--- src/rtl/rr_arb_pkg.sv ---
// Shared types and helpers for the 8-way round-robin arbiter.
// Consumed by rr_arbiter_8; the optional hold timeout is selected there by RR_ARB_TIMEOUT_EN.
package rr_arb_pkg;

  localparam int NUM_REQ = 8;
  localparam int IDX_W   = 3;

  typedef enum logic {
    ST_IDLE  = 1'b0,
    ST_GRANT = 1'b1
  } arb_state_e;

  // First set request bit when scanning ptr, ptr+1, ... ptr+7 (mod 8); 0 if none.
  function automatic logic [IDX_W-1:0] rr_pick(input logic [NUM_REQ-1:0] req,
                                               input logic [IDX_W-1:0]   ptr);
    logic [IDX_W-1:0] idx;
    logic             found;
    rr_pick = '0;
    found   = 1'b0;
    for (int i = 0; i < NUM_REQ; i++) begin
      idx = ptr + IDX_W'(i);
      if (!found && req[idx]) begin
        rr_pick = idx;
        found   = 1'b1;
      end
    end
  endfunction

endpackage

--- src/rtl/decoder_3to8.sv ---
// Plain 3-to-8 binary-to-one-hot decoder shared across the team's select logic.
module decoder_3to8 (
  input  logic [2:0] in_i,
  output logic [7:0] out_o
);

  always_comb out_o = 8'b0000_0001 << in_i;

endmodule

--- src/rtl/rr_arbiter_8.sv ---
// Round-robin arbiter for eight requesters with a registered binary grant index.
// Define RR_ARB_TIMEOUT_EN to build the hold counter that revokes grants after MAX_HOLD cycles.
module rr_arbiter_8
  import rr_arb_pkg::*;
#(
  parameter int MAX_HOLD = 15,
  parameter int HOLD_W   = 4
) (
  input  logic               clk,
  input  logic               rst_n,
  input  logic               en,
  input  logic [NUM_REQ-1:0] req,
  output logic [NUM_REQ-1:0] gnt,
  output logic [IDX_W-1:0]   gnt_idx,
  output logic               gnt_valid,
  output logic               timeout
);

  arb_state_e         state_q, state_d;
  logic [IDX_W-1:0]   ptr_q, ptr_d;
  logic [IDX_W-1:0]   idx_q, idx_d;
  logic               owner_req;
  logic               hold_expired;
  logic               revoke;
  logic [NUM_REQ-1:0] gnt_raw;

  assign owner_req = req[idx_q];

  // NOTE: every signal driven in always_comb gets a default first, so no latch is inferred.
  always_comb begin
    state_d = state_q;
    ptr_d   = ptr_q;
    idx_d   = idx_q;
    revoke  = 1'b0;
    case (state_q)
      ST_IDLE: begin
        if (en && (|req)) begin
          state_d = ST_GRANT;
          idx_d   = rr_pick(req, ptr_q);
        end
      end
      ST_GRANT: begin
        // A release on the expiry edge counts as a normal release, not a timeout.
        if (!owner_req || hold_expired) begin
          state_d = ST_IDLE;
          ptr_d   = idx_q + 1'b1;
          idx_d   = '0;
          revoke  = owner_req;
        end
      end
      default: state_d = ST_IDLE;
    endcase
  end

  // NOTE: sequential state is updated with non-blocking assignments only.
  always_ff @(posedge clk or negedge rst_n) begin
    if (!rst_n) begin
      state_q <= ST_IDLE;
      ptr_q   <= '0;
      idx_q   <= '0;
    end else begin
      state_q <= state_d;
      ptr_q   <= ptr_d;
      idx_q   <= idx_d;
    end
  end

`ifdef RR_ARB_TIMEOUT_EN
  logic [HOLD_W-1:0] hold_q, hold_d;
  logic              timeout_q;

  // Counter sits at 0 while idle, so it always starts a grant from 0.
  always_comb hold_d = (state_q == ST_GRANT) ? hold_q + 1'b1 : '0;
  assign hold_expired = (state_q == ST_GRANT) && (hold_q == HOLD_W'(MAX_HOLD - 1));

  always_ff @(posedge clk or negedge rst_n) begin
    if (!rst_n) begin
      hold_q    <= '0;
      timeout_q <= 1'b0;
    end else begin
      hold_q    <= hold_d;
      timeout_q <= revoke;
    end
  end

  assign timeout = timeout_q;
`else
  logic unused_cfg;
  assign unused_cfg   = (MAX_HOLD > HOLD_W) | revoke;
  assign hold_expired = 1'b0;
  assign timeout      = 1'b0;
`endif

  decoder_3to8 u_dec (
    .in_i  (idx_q),
    .out_o (gnt_raw)
  );

  assign gnt_valid = (state_q == ST_GRANT);
  assign gnt_idx   = idx_q;
  assign gnt       = gnt_raw & {NUM_REQ{gnt_valid}};

endmodule

--- config.mk ---
export PLATFORM = sky130hd
export DESIGN_NAME = rr_arbiter_8
export DESIGN_NICKNAME = d
export VERILOG_FILES = /design/src/rtl/rr_arb_pkg.sv /design/src/rtl/decoder_3to8.sv /design/src/rtl/rr_arbiter_8.sv
export SDC_FILE = /design/constraint.sdc
export NUM_CORES = 1
export LEC_CHECK = 0
export CAP_MARGIN = 20
export CELL_PAD_IN_SITES_DETAIL_PLACEMENT = 0
export CELL_PAD_IN_SITES_GLOBAL_PLACEMENT = 1
export CORE_MARGIN = 5
export CORE_UTILIZATION = 45
export DETAILED_ROUTE_END_ITERATION = 10
export HOLD_SLACK_MARGIN = 0.02
export PLACE_DENSITY = 0.95
export RECOVER_POWER = 50
export SLEW_MARGIN = 20
export SYNTH_ARGS = -nofsm -noshare
export SYNTH_HDL_FRONTEND = slang
export SYNTH_SLANG_ARGS = --single-unit
--- constraint.sdc ---
create_clock -name clk -period 5.1 [get_ports clk]
set_clock_uncertainty 0.1 [all_clocks]
set_input_delay 1.02 -clock clk [delete_from_list [all_inputs] [get_ports clk]]
set_output_delay 1.02 -clock clk [all_outputs]
set_load 0.01 [all_outputs]
**Word level (Yosys, flattened, before mapping)**

Index checks and enable logic that the tools add are counted.

- Register bits after elaboration: 7
- Latch bits: 0
- Memory bits (writable): 0
- Memory bits (read-only): 0
- Bits of input ports: 11
- Output and inout port bits: 13
- Word-level logic and storage cells: 97
- Memories: 0

- Add/sub/neg operators: 8
- $mul: 0
- Div/mod/pow operators: 0
- $lt $le $gt $ge: 9
- Equality and inequality tests: 2
- Shift-type cells: 1
- Muxes and demuxes: 53
- Bitwise logic cells: 3
- Reductions and logical operators: 18

Operators by type and width:

| cell | number |
|---|---|
| < comparator 3 x 4 -> 1 bit (second input constant) | 9 |
| 2-to-1 mux 1 bit | 32 |
| 2-to-1 mux 3 bit | 10 |
| binary-select mux 1 bit (select 3 bit) | 9 |
| adder 3 bit (second input constant) | 4 |
| bitwise AND 8 bit | 1 |
| logical AND 1 bit | 8 |
| OR reduction 8 bit | 1 |
| left shift 1 x 3 -> 8 bit (first input constant) | 1 |
| logical NOT 1 bit | 7 |
| adder 3 x 1 -> 3 bit (second input constant) | 2 |
| adder 3 x 2 -> 3 bit (second input constant) | 2 |
| one-hot mux 3 bit (2 select lines) | 1 |
| inequality test 2 bit (second input constant) | 2 |
| AND reduction 2 bit | 2 |
| inverter 1 bit | 2 |
| one-hot mux 1 bit (2 select lines) | 1 |

**Depth between registers and ports, before layout**

Gate-level depths: netlist of the first run.

- Depth in word-level cells: 40
- Depth in mapped cells: 12
- Depth with buffers taken out: 9

**Modules after synthesis**

A second synthesis of the first run with hierarchy kept.

- Cell total of the unflattened synthesis: 137
- Area total of the unflattened synthesis: 1352.5 um2

By module, submodules not included:

| module | times used | cells an instance | area an instance (um2) | sequential area each (um2) |
|---|---|---|---|---|
| rr_arbiter_8 | 1 | 129 | 1287.5 | 175.2 |
| decoder_3to8 | 1 | 8 | 65.1 | 0.0 |

**Worst setup path before layout of the first run**

No wires, ideal clock.

- Path type: register to register
- Start point: reg ptr_q[0]
- End point: reg idx_q[1] (netlist: gnt_idx[1])
- Setup time: 0.134 ns
- Arrival: 2.677 ns
- Data required time: 4.866 ns
- Path slack: 2.189 ns
- Cell stages (with the launch flop): 12
- Path buffers: 2
- Period minus slack after synthesis: 2.911 ns
- Cell sequence: dfrtp_1 -> buf_6 -> buf_2 -> inv_1 -> ha_1 -> mux4_1 -> nand2b_2 -> nand3_1 -> a31oi_4 -> and3_4 -> a41o_1 -> a32oi_2

- Longest elaborated chain between the ends: 40
- Elaborated cells on any way between the ends: 68
- Classes of those cells: 7 x add/sub; 47 x mux; 14 x reduce/logical

Ends and longest elaborated chain:

| element | line | source |
|---|---|---|
| start, declared | rr_arbiter_8.sv:20 | `logic [IDX_W-1:0] ptr_q, ptr_d;` |
| start signal, assigned | rr_arbiter_8.sv:63 | `ptr_q <= ptr_d;` |
| binary-select mux 1 bit (select 3 bit) | rr_arb_pkg.sv:22 | `if (!found && req[idx]) begin` |
| 2-to-1 mux 1 bit (not written as such) | rr_arb_pkg.sv:22 |  |
| 2-to-1 mux 1 bit | rr_arb_pkg.sv:22 |  |
| 2-to-1 mux 1 bit | rr_arbiter_8.sv:37 | `if (en && (\|req)) begin` |
| 2-to-1 mux 1 bit | rr_arbiter_8.sv:35 | `case (state_q)` |
| logical NOT 1 bit | rr_arb_pkg.sv:22 |  |
| logical AND 1 bit | rr_arb_pkg.sv:22 |  |
| 2-to-1 mux 1 bit | rr_arb_pkg.sv:22 |  |
| (+24 left out) | n/a |  |
| 2-to-1 mux 1 bit | rr_arb_pkg.sv:22 |  |
| 2-to-1 mux 1 bit | rr_arbiter_8.sv:37 |  |
| 2-to-1 mux 1 bit | rr_arbiter_8.sv:35 |  |
| logical NOT 1 bit | rr_arb_pkg.sv:22 |  |
| logical AND 1 bit | rr_arb_pkg.sv:22 |  |
| 2-to-1 mux 3 bit * | rr_arb_pkg.sv:22 |  |
| 2-to-1 mux 3 bit * | rr_arbiter_8.sv:37 |  |
| one-hot mux 3 bit (2 select lines) * | rr_arbiter_8.sv:35 |  |
| end signal, assigned | rr_arbiter_8.sv:64 | `idx_q <= idx_d;` |
| end, declared | rr_arbiter_8.sv:21 | `logic [IDX_W-1:0] idx_q, idx_d;` |

Mark *: on every way between the ends. The rest lies on a longest branch, timed or not. The select of a mux whose other input is x is not followed.
A chain may end at the register's enable or synchronous reset.

**Worst setup path after layout of the first run**

Same ends and word-level chain as after synthesis.

==> impl_summary.md, run 1 <==
GRT
The number of global-route vias before repair is 1233. The first global-routing pass estimated 5960 microns of wire. The number of antenna violations at the first check in global routing is 0. The largest net degree at the start of global routing is 22. Across every metal layer, demand over resource in global routing totals approximately 17%. The total global routing overflow is 0.

Logic synthesis
The most used flip-flop cell after synthesis is dfrtp_1. The Yosys step of the flow raised 0 warnings. After synthesis the cells add up to 1510 sq um. Counting every net in the synthesized netlist gives 178. The post-synthesis cell count is 159. Of all flip-flops after synthesis, the portion carrying an async set or reset was 100%. Yosys mapped the design onto between 50 and 60 distinct sky130hd cell types.

The synthesized design contains 7 register bits. The number of enable flip-flop cells after synthesis is 0. Of the synthesized area, sequential elements account for between 10% and 20%. The mean instance size in the synthesized netlist is between 9 and 10 sq um.

Critical path
The worst flop-to-flop path startpoint is ptr_q[0]. The length in cells of the worst reg-to-reg path is 9. The startpoint kind of the worst setup timing path is a flip-flop.

The endpoint identified for the worst register-to-register timing path is gnt_idx[1]. The required time at the endpoint of the critical path is between 5 and 6 ns. In this run the register-to-register setup slack is 1.43 ns. The element type at the critical path end is a flip-flop. The critical path data arrival time is 3.70 ns. The worst setup path is of the reg -> reg kind. The biggest fanout along the worst timing path is 21. Tracing the worst setup path back leads to its startpoint at ptr_q[0].

Clocking
The clock transition at the registers of the reported paths is 0.06 ns. The TritonCTS clock tree is yes. The count of buffers added by post-CTS timing repair for setup is 0. The tree built by TritonCTS fans out to 7 sinks. Clock tree synthesis selected as its root buffer the cell clkbuf_4.

The worst-skew pair later-pin latency is 0.25 ns. The post-CTS resize count is 0. In this run, post-CTS hold repair placed 0 buffers. The total clock buffers created by CTS is 3. The maximum clock insertion buffer count is 2. The number of H-tree branching levels is 1.

Die
The region available for standard cell placement spans between 3000 and 4000 sq um. The initial standard-cell utilization of the core is 46.0%. The number of core rows is 21.

The die is 68.0 microns tall. The number of top-level pins is 24. The floorplan die area is 4620 sq um. The floorplan step set the die width to 68.0 microns.

Hold path
The worst hold path was traced through 2 stages. The start point of the worst min-delay path is gnt_idx[1]. The class of the tightest hold or removal check is reg -> reg. The destination of the worst hold path is gnt_idx[1].

Pwr
IR analysis of the VDD net gives a maximum drop of just over 0.0004 V. Dividing total power by cell area gives a power density of 616 nW/um^2. Summed over all cells, the static leakage comes to 0.679 nW. The overall power consumption is ~1.1 mW.

Place
The post-placement cell count is 214. The total half-perimeter wirelength after legalization and detailed placement is approximately 2800 microns. The number of port buffers is 22. Summing all placed instances gives a cell area of roughly 1700 sq um.

Routability-driven placement finished with a final weighted congestion of 0.844.

STA
Setup repair after global routing left no endpoint under its margin. The number of slew-limit violations in the final report is 0. At the pin with the least slew margin, the transition time is 0.879 ns.

The setup violation total in the final timing report is 0. The tightest hold path in the finished design has a slack of about 0.63 ns. The maximum clock rate is 272 MHz. The final critical path takes up 72.0% of the cycle. The total count of hold-check failures in the final report is 0.

The worst relative slew slack is 41.4%. The time the final worst path needs with I/O delays and setup is 3.67 ns. After routing, the total negative slack on setup checks comes to 0 ns.

Drt
The total vias in the final route is approximately 1.3k. For this block, the routed nets add up to 3570 microns of wire. The count of nets left with antenna violations once routing finished came out at 0. The first detailed-routing pass ran for 4 iterations. The detailed-route vias per instance is ~6.1.

For this run, design rule violations remaining after detail routing come to 0. The violation count after the first detailed-routing iteration is between 60 and 70. In the final routed layout, each cell accounts on average for between 15 and 20 microns.

Layout
With fillers left out, the area of the finished cells amounts to between 1500 and 2000 sq um. Registers take 175 sq um. The net count reported at finish is approximately 190. The fill cell instance count of the final layout is 291. 0 antenna diodes ended up in the layout. The share of final-layout standard cells stronger than drive strength 1 is between 20% and 30%. The area growth from synthesis to layout is 13.5%. The count of placed standard cells in the final layout, fillers left out is between 200 and 250. The area taken by multi-input logic gates is around 1200 sq um.

Status
The flow ran to the end, and the final reports show no timing, DRC or antenna violations.

Run
Max-cap violations in this run came to 0.
-- synth_stat cells, types with 3 or more instances --
cell | n | area (sq um)
mux4_2 | 7 | 158
and3_1 | 7 | 43.8
nor4_1 | 3 | 18.8
mux2i_1 | 6 | 60.1
mux4_1 | 4 | 105
nand2_1 | 9 | 33.8
mux2_4 | 3 | 45.0
dfrtp_1 | 7 | 175
inv_1 | 10 | 37.5
clkbuf_1 | 5 | 18.8
mux2_2 | 8 | 90.1
a21oi_1 | 7 | 35.0
nand2_2 | 3 | 18.8
o21ai_1 | 3 | 15.0
o21ai_0 | 8 | 40.0
clkbuf_8 | 3 | 41.3
nand3_1 | 7 | 35.0
ha_1 | 8 | 100
-- stage by stage --
stage	utilization [%]	worst slack (ns)
after global routing	52.2	1.21
after global placement	51.4	1.56
final	52.2	1.43
after detailed placement	51.4	1.43
after floorplan	-	2.19
after CTS	52.2	1.43
-- final cells by class --
type	instances	share of cell area (%)
Sequential cell	7	10.2
Timing Repair Buffer	22	12.8
Clock buffer	4	1.53
Tap cell	46	3.36
Multi-Input combinational cell	129	69.9
Inverter	10	2.19
-- layout by cell type, fill, tap and decap left out, drive strengths merged, types with 2 or more instances in the layout --
| cell type | synthesis | layout |
|---|---|---|
| nor4 | 3 | 3 |
| mux2i | 7 | 7 |
| nand3 | 7 | 7 |
| clkbuf | 9 | 4 |
| nor3 | 2 | 2 |
| inv | 10 | 10 |
| a31o | 2 | 2 |
| dlygate4sd3 | 0 | 7 |
| o22ai | 2 | 2 |
| a2111oi | 4 | 4 |
| o31ai | 2 | 2 |
| o21ai | 11 | 11 |
| and2b | 2 | 2 |
| a31oi | 3 | 3 |
| nor2 | 2 | 2 |
| dfrtp | 7 | 7 |
| a211oi | 2 | 2 |
| and3 | 8 | 8 |
| a21oi | 7 | 7 |
| and2 | 3 | 3 |
| mux4 | 11 | 11 |
| nand2 | 12 | 12 |
| mux2 | 11 | 11 |
| or2 | 2 | 2 |
| nand2b | 3 | 3 |
| a32oi | 2 | 2 |
| ha | 8 | 8 |
| clkdlybuf4s50 | 0 | 15 |
| xnor2 | 2 | 2 |
-- state kept, by name (all words and copies together), names as in the netlist --
register	count
ptr_q	3
gnt_valid	1
gnt_idx	3
-- power breakdown --
group          switching (mW)  leakage [nW]  total, mW  internal (mW)
Combinational           0.427         0.575      0.833          0.406
Sequential             0.0950        0.0890      0.172         0.0771
Clock                  0.0213        0.0150     0.0512         0.0299
-- how the worst max path moves through the flow --
stage                            end  slack, ns  depth (start not counted)
after floorplan           gnt_idx[1]       2.19                         11
after global placement    gnt_idx[1]       1.56                          9
after detailed placement  gnt_idx[1]       1.43                          9
after CTS                 gnt_idx[1]       1.43                          9
after global routing      gnt_idx[1]       1.21                          9
final                     gnt_idx[1]       1.43                          9
-- cell families (layout without fill, tap and decap cells) --
family,Yosys count,after routing,synth area share (%)
AOI/OAI and AO/OA,41,41,20.4
xor gates and xnor gates,3,3,1.74
adders and majority gates,8,8,6.62
buffers and inverters,23,36,9.11
DFF,7,7,11.6
muxes,29,29,31.8
other,1,1,0.248
and+or+nand+nor,47,47,18.5
-- critical path, stage by stage (launching register included) --
cell and delay [ns]:
dfrtp_1 0.91, inv_1 0.17, ha_1 0.66, mux4_1 0.73
nand2b_2 0.12, nand3_1 0.12, a31oi_4 0.25, and3_4 0.25
a41o_1 0.18, a32oi_2 0.05
-- metal layers --
metal	global-route usage (%)	vias up	share of wire [%]
met5	0	-	0
met4	5.46	0	2.0
met3	2.96	8	5.4
met2	25.2	53	47
met1	23.5	626	46
li1	-	647	-
Note: power is estimated with default switching activity, not from simulation.
==> run 2, diff against run 1 <==
CORE_UTILIZATION = 38   (was 45)
PLACE_DENSITY = 0.89   (was 0.95)
clock period = 3.2 ns   (was 5.1 ns; I/O delays follow)
==> impl_summary.md, run 2 (synthesized netlist as in run 1, its figures left out) <==
Critical path
The element type at the critical path end is a flip-flop. The startpoint identified for the worst register-to-register timing path is ptr_q[1]. The worst setup path is of the in -> reg kind. STA classifies the critical path startpoint as an input pin. The required time at the endpoint of the critical path is 3.20 ns. The capture instance of the worst register-to-register path is gnt_idx[1]. Of all nets on the critical path, the largest fanout is 11.

The register-to-register setup slack is ~0.35 ns. The length in cells of the worst reg-to-reg path is 10. The critical path data arrival time is 2.91 ns.

Pwr
The leakage power of the design is 0.713 nW. Dividing total power by cell area gives a power density of 999 nW/um^2. The overall power consumption is 1.78 mW. IR analysis of the VDD net gives a maximum drop of 0.000677 V.

Drt
The first TritonRoute pass finished after 4 iterations. For this block, the routed nets add up to ~3700 microns of wire. In this run the remaining antenna-violating nets after routing total 0.

The DRC violations left is 0. The violation count after the first detailed-routing iteration is 39. The routed layout has 1331 vias. The detailed-route wire length per cell is 16.2 microns.

The detailed-route vias per instance is just under 6.

Layout
Excluding fillers, the count of instances in the completed layout stands at approximately 230. The number of antenna diodes in the final layout is 0. The library cells used most frequently in the layout, excluding fill and tap cells, are clkdlybuf4s50_1, inv_1, nand2_1. The finished layout cell area is between 1500 and 2000 sq um. Leaving out fill and tap cells, the most frequent cell in the layout is clkdlybuf4s50_1. After the last flow step, the layout net total stands at about 200. The share of final-layout standard cells stronger than drive strength 1 is 25.3%. The area growth from synthesis to layout is 17.8%.

Counting the fill cells in the layout gives roughly 410.

GRT
The global-route wire length before repair is 5950 microns. The number of global-route vias before repair is 1217. The total global routing overflow is 0. The largest net degree at the start of global routing is 21. The number of antenna violations at the first check in global routing is 0. The overall fraction of global-route tracks in use is 14.2%.

Clocking
The clock transition at the registers of the reported paths is 0.04 ns. The CTS root buffer is clkbuf_8. The number of H-tree branching levels is 1. The maximum clock insertion buffer count is 2.

The count of buffers added by post-CTS timing repair for setup is 0. The later pin in the worst-skew pair is clocked with a latency of approximately 0.23 ns. The TritonCTS clock tree is yes. The post-CTS resize count is 0.

The number of hold buffers added after cts is 0. The clock sink total is 7. The total clock buffers created by CTS is 3.

STA
Setup violations remaining at the end of the flow were counted as 0. The actual transition at the worst max-transition pin is roughly 0.50 ns. Setup repair after global routing left no endpoint under its margin. The total count of hold-check failures in the final report is 0. Timing would allow up to 344 MHz. Summed over all failing endpoints, the final setup total negative slack is 0 ns. The time the final worst path needs with I/O delays and setup is between 2 and 3 ns. In this run the tightest slew margin relative to its limit is 66.6%. The number of slew-limit violations in the final report is 0.

After layout, the worst path uses 90.9% of the clock period.

Place
The total half-perimeter wirelength after legalization and detailed placement is 2850 microns. The placed instances occupy a cell area of 1740 sq um. Counting tap cells, the placed design contains a total of ~220 instances.

At the end of routability-driven placement, the weighted congestion stood at slightly below 0.9. The number of port buffers is 22.

Status
The flow ran to the end, and the final reports show no timing, DRC or antenna violations.

Die
The number of core rows is 23. The core region is 3910 sq um. The floorplan die area is around 5300 sq um. From left edge to right edge, the die measures 73.1 microns. The die height is around 73 microns.

In this run the count of I/O pins placed on the die edge is 24. The initial standard-cell utilization of the core is 38.6%.

Run
The reported max-cap violation count is 0.

Hold path
The class of the tightest hold or removal check is reg -> reg. The path with the worst hold slack has its endpoint at gnt_valid. The startpoint identified for the worst hold timing path is gnt_valid. The number of cells traversed by the worst hold path is 2.
run 2: cell count changes in the layout (fill, tap and decap cells not counted):
cell	previous run	this run
buf_4	0	5
clkbuf_4	3	0
clkbuf_8	0	3
clkbuf_1	1	2
clkdlybuf4s50_1	15	16
dlygate4sd3_1	7	6
run 2: area by class of cell:
class | count | area [sq um] | share of cell area, %
Clock buffer | 4 | 45.0 | 2.53
Inverter | 10 | 37.5 | 2.11
Multi-Input combinational cell | 129 | 1200 | 67.3
Sequential cell | 7 | 175 | 9.84
Tap cell | 50 | 62.6 | 3.51
Timing Repair Buffer | 28 | 262 | 14.7
run 2: worst max-delay path, stage by stage:
cell           delay [ns]
dlygate4sd3_1        0.67
mux2_4               0.33
a2111oi_2            0.40
o21bai_1             0.18
a31oi_4              0.23
and3_4               0.24
a41o_1               0.18
a32oi_2              0.05
run 2: worst max path at each step:
| stage | startpoint | slack [ns] | cells after the start | endpoint |
|---|---|---|---|---|
| floorplan | ptr_q[0] | 0.29 | 11 | gnt_idx[1] |
| global placement | req[1] | 0.13 | 8 | gnt_idx[1] |
| detailed placement | req[1] | 0.15 | 8 | gnt_idx[1] |
| CTS | ptr_q[1] | 0.36 | 10 | gnt_idx[1] |
| global route | ptr_q[1] | 0.21 | 10 | gnt_idx[1] |
| finish | req[1] | 0.29 | 8 | gnt_idx[1] |
run 2: report_power, final:
group / switching [mW] / internal [mW] / leakage (nW)
registers: 0.0557 / 0.125 / 0.0890
clock network: 0.0403 / 0.0864 / 0.0228
logic: 0.791 / 0.680 / 0.601
total: 0.887 / 0.891 / 0.713
run 2: layer usage:
metal / track usage, % / share of wire, %
met3: 1.65 / 2.4
met4: 3.69 / 0.52
met1: 20.4 / 47
met5: 0 / 0
met2: 22.5 / 50
run 2: metrics by stage:
stage	worst slack, ns	util, %	hold WS [ns]
finish	0.290	45.5	0.625
global route	0.207	45.5	0.668
CTS	0.359	45.6	0.580
detailed placement	0.145	44.4	0.625
global placement	0.134	44.4	0.606
floorplan	0.289	-	0.244
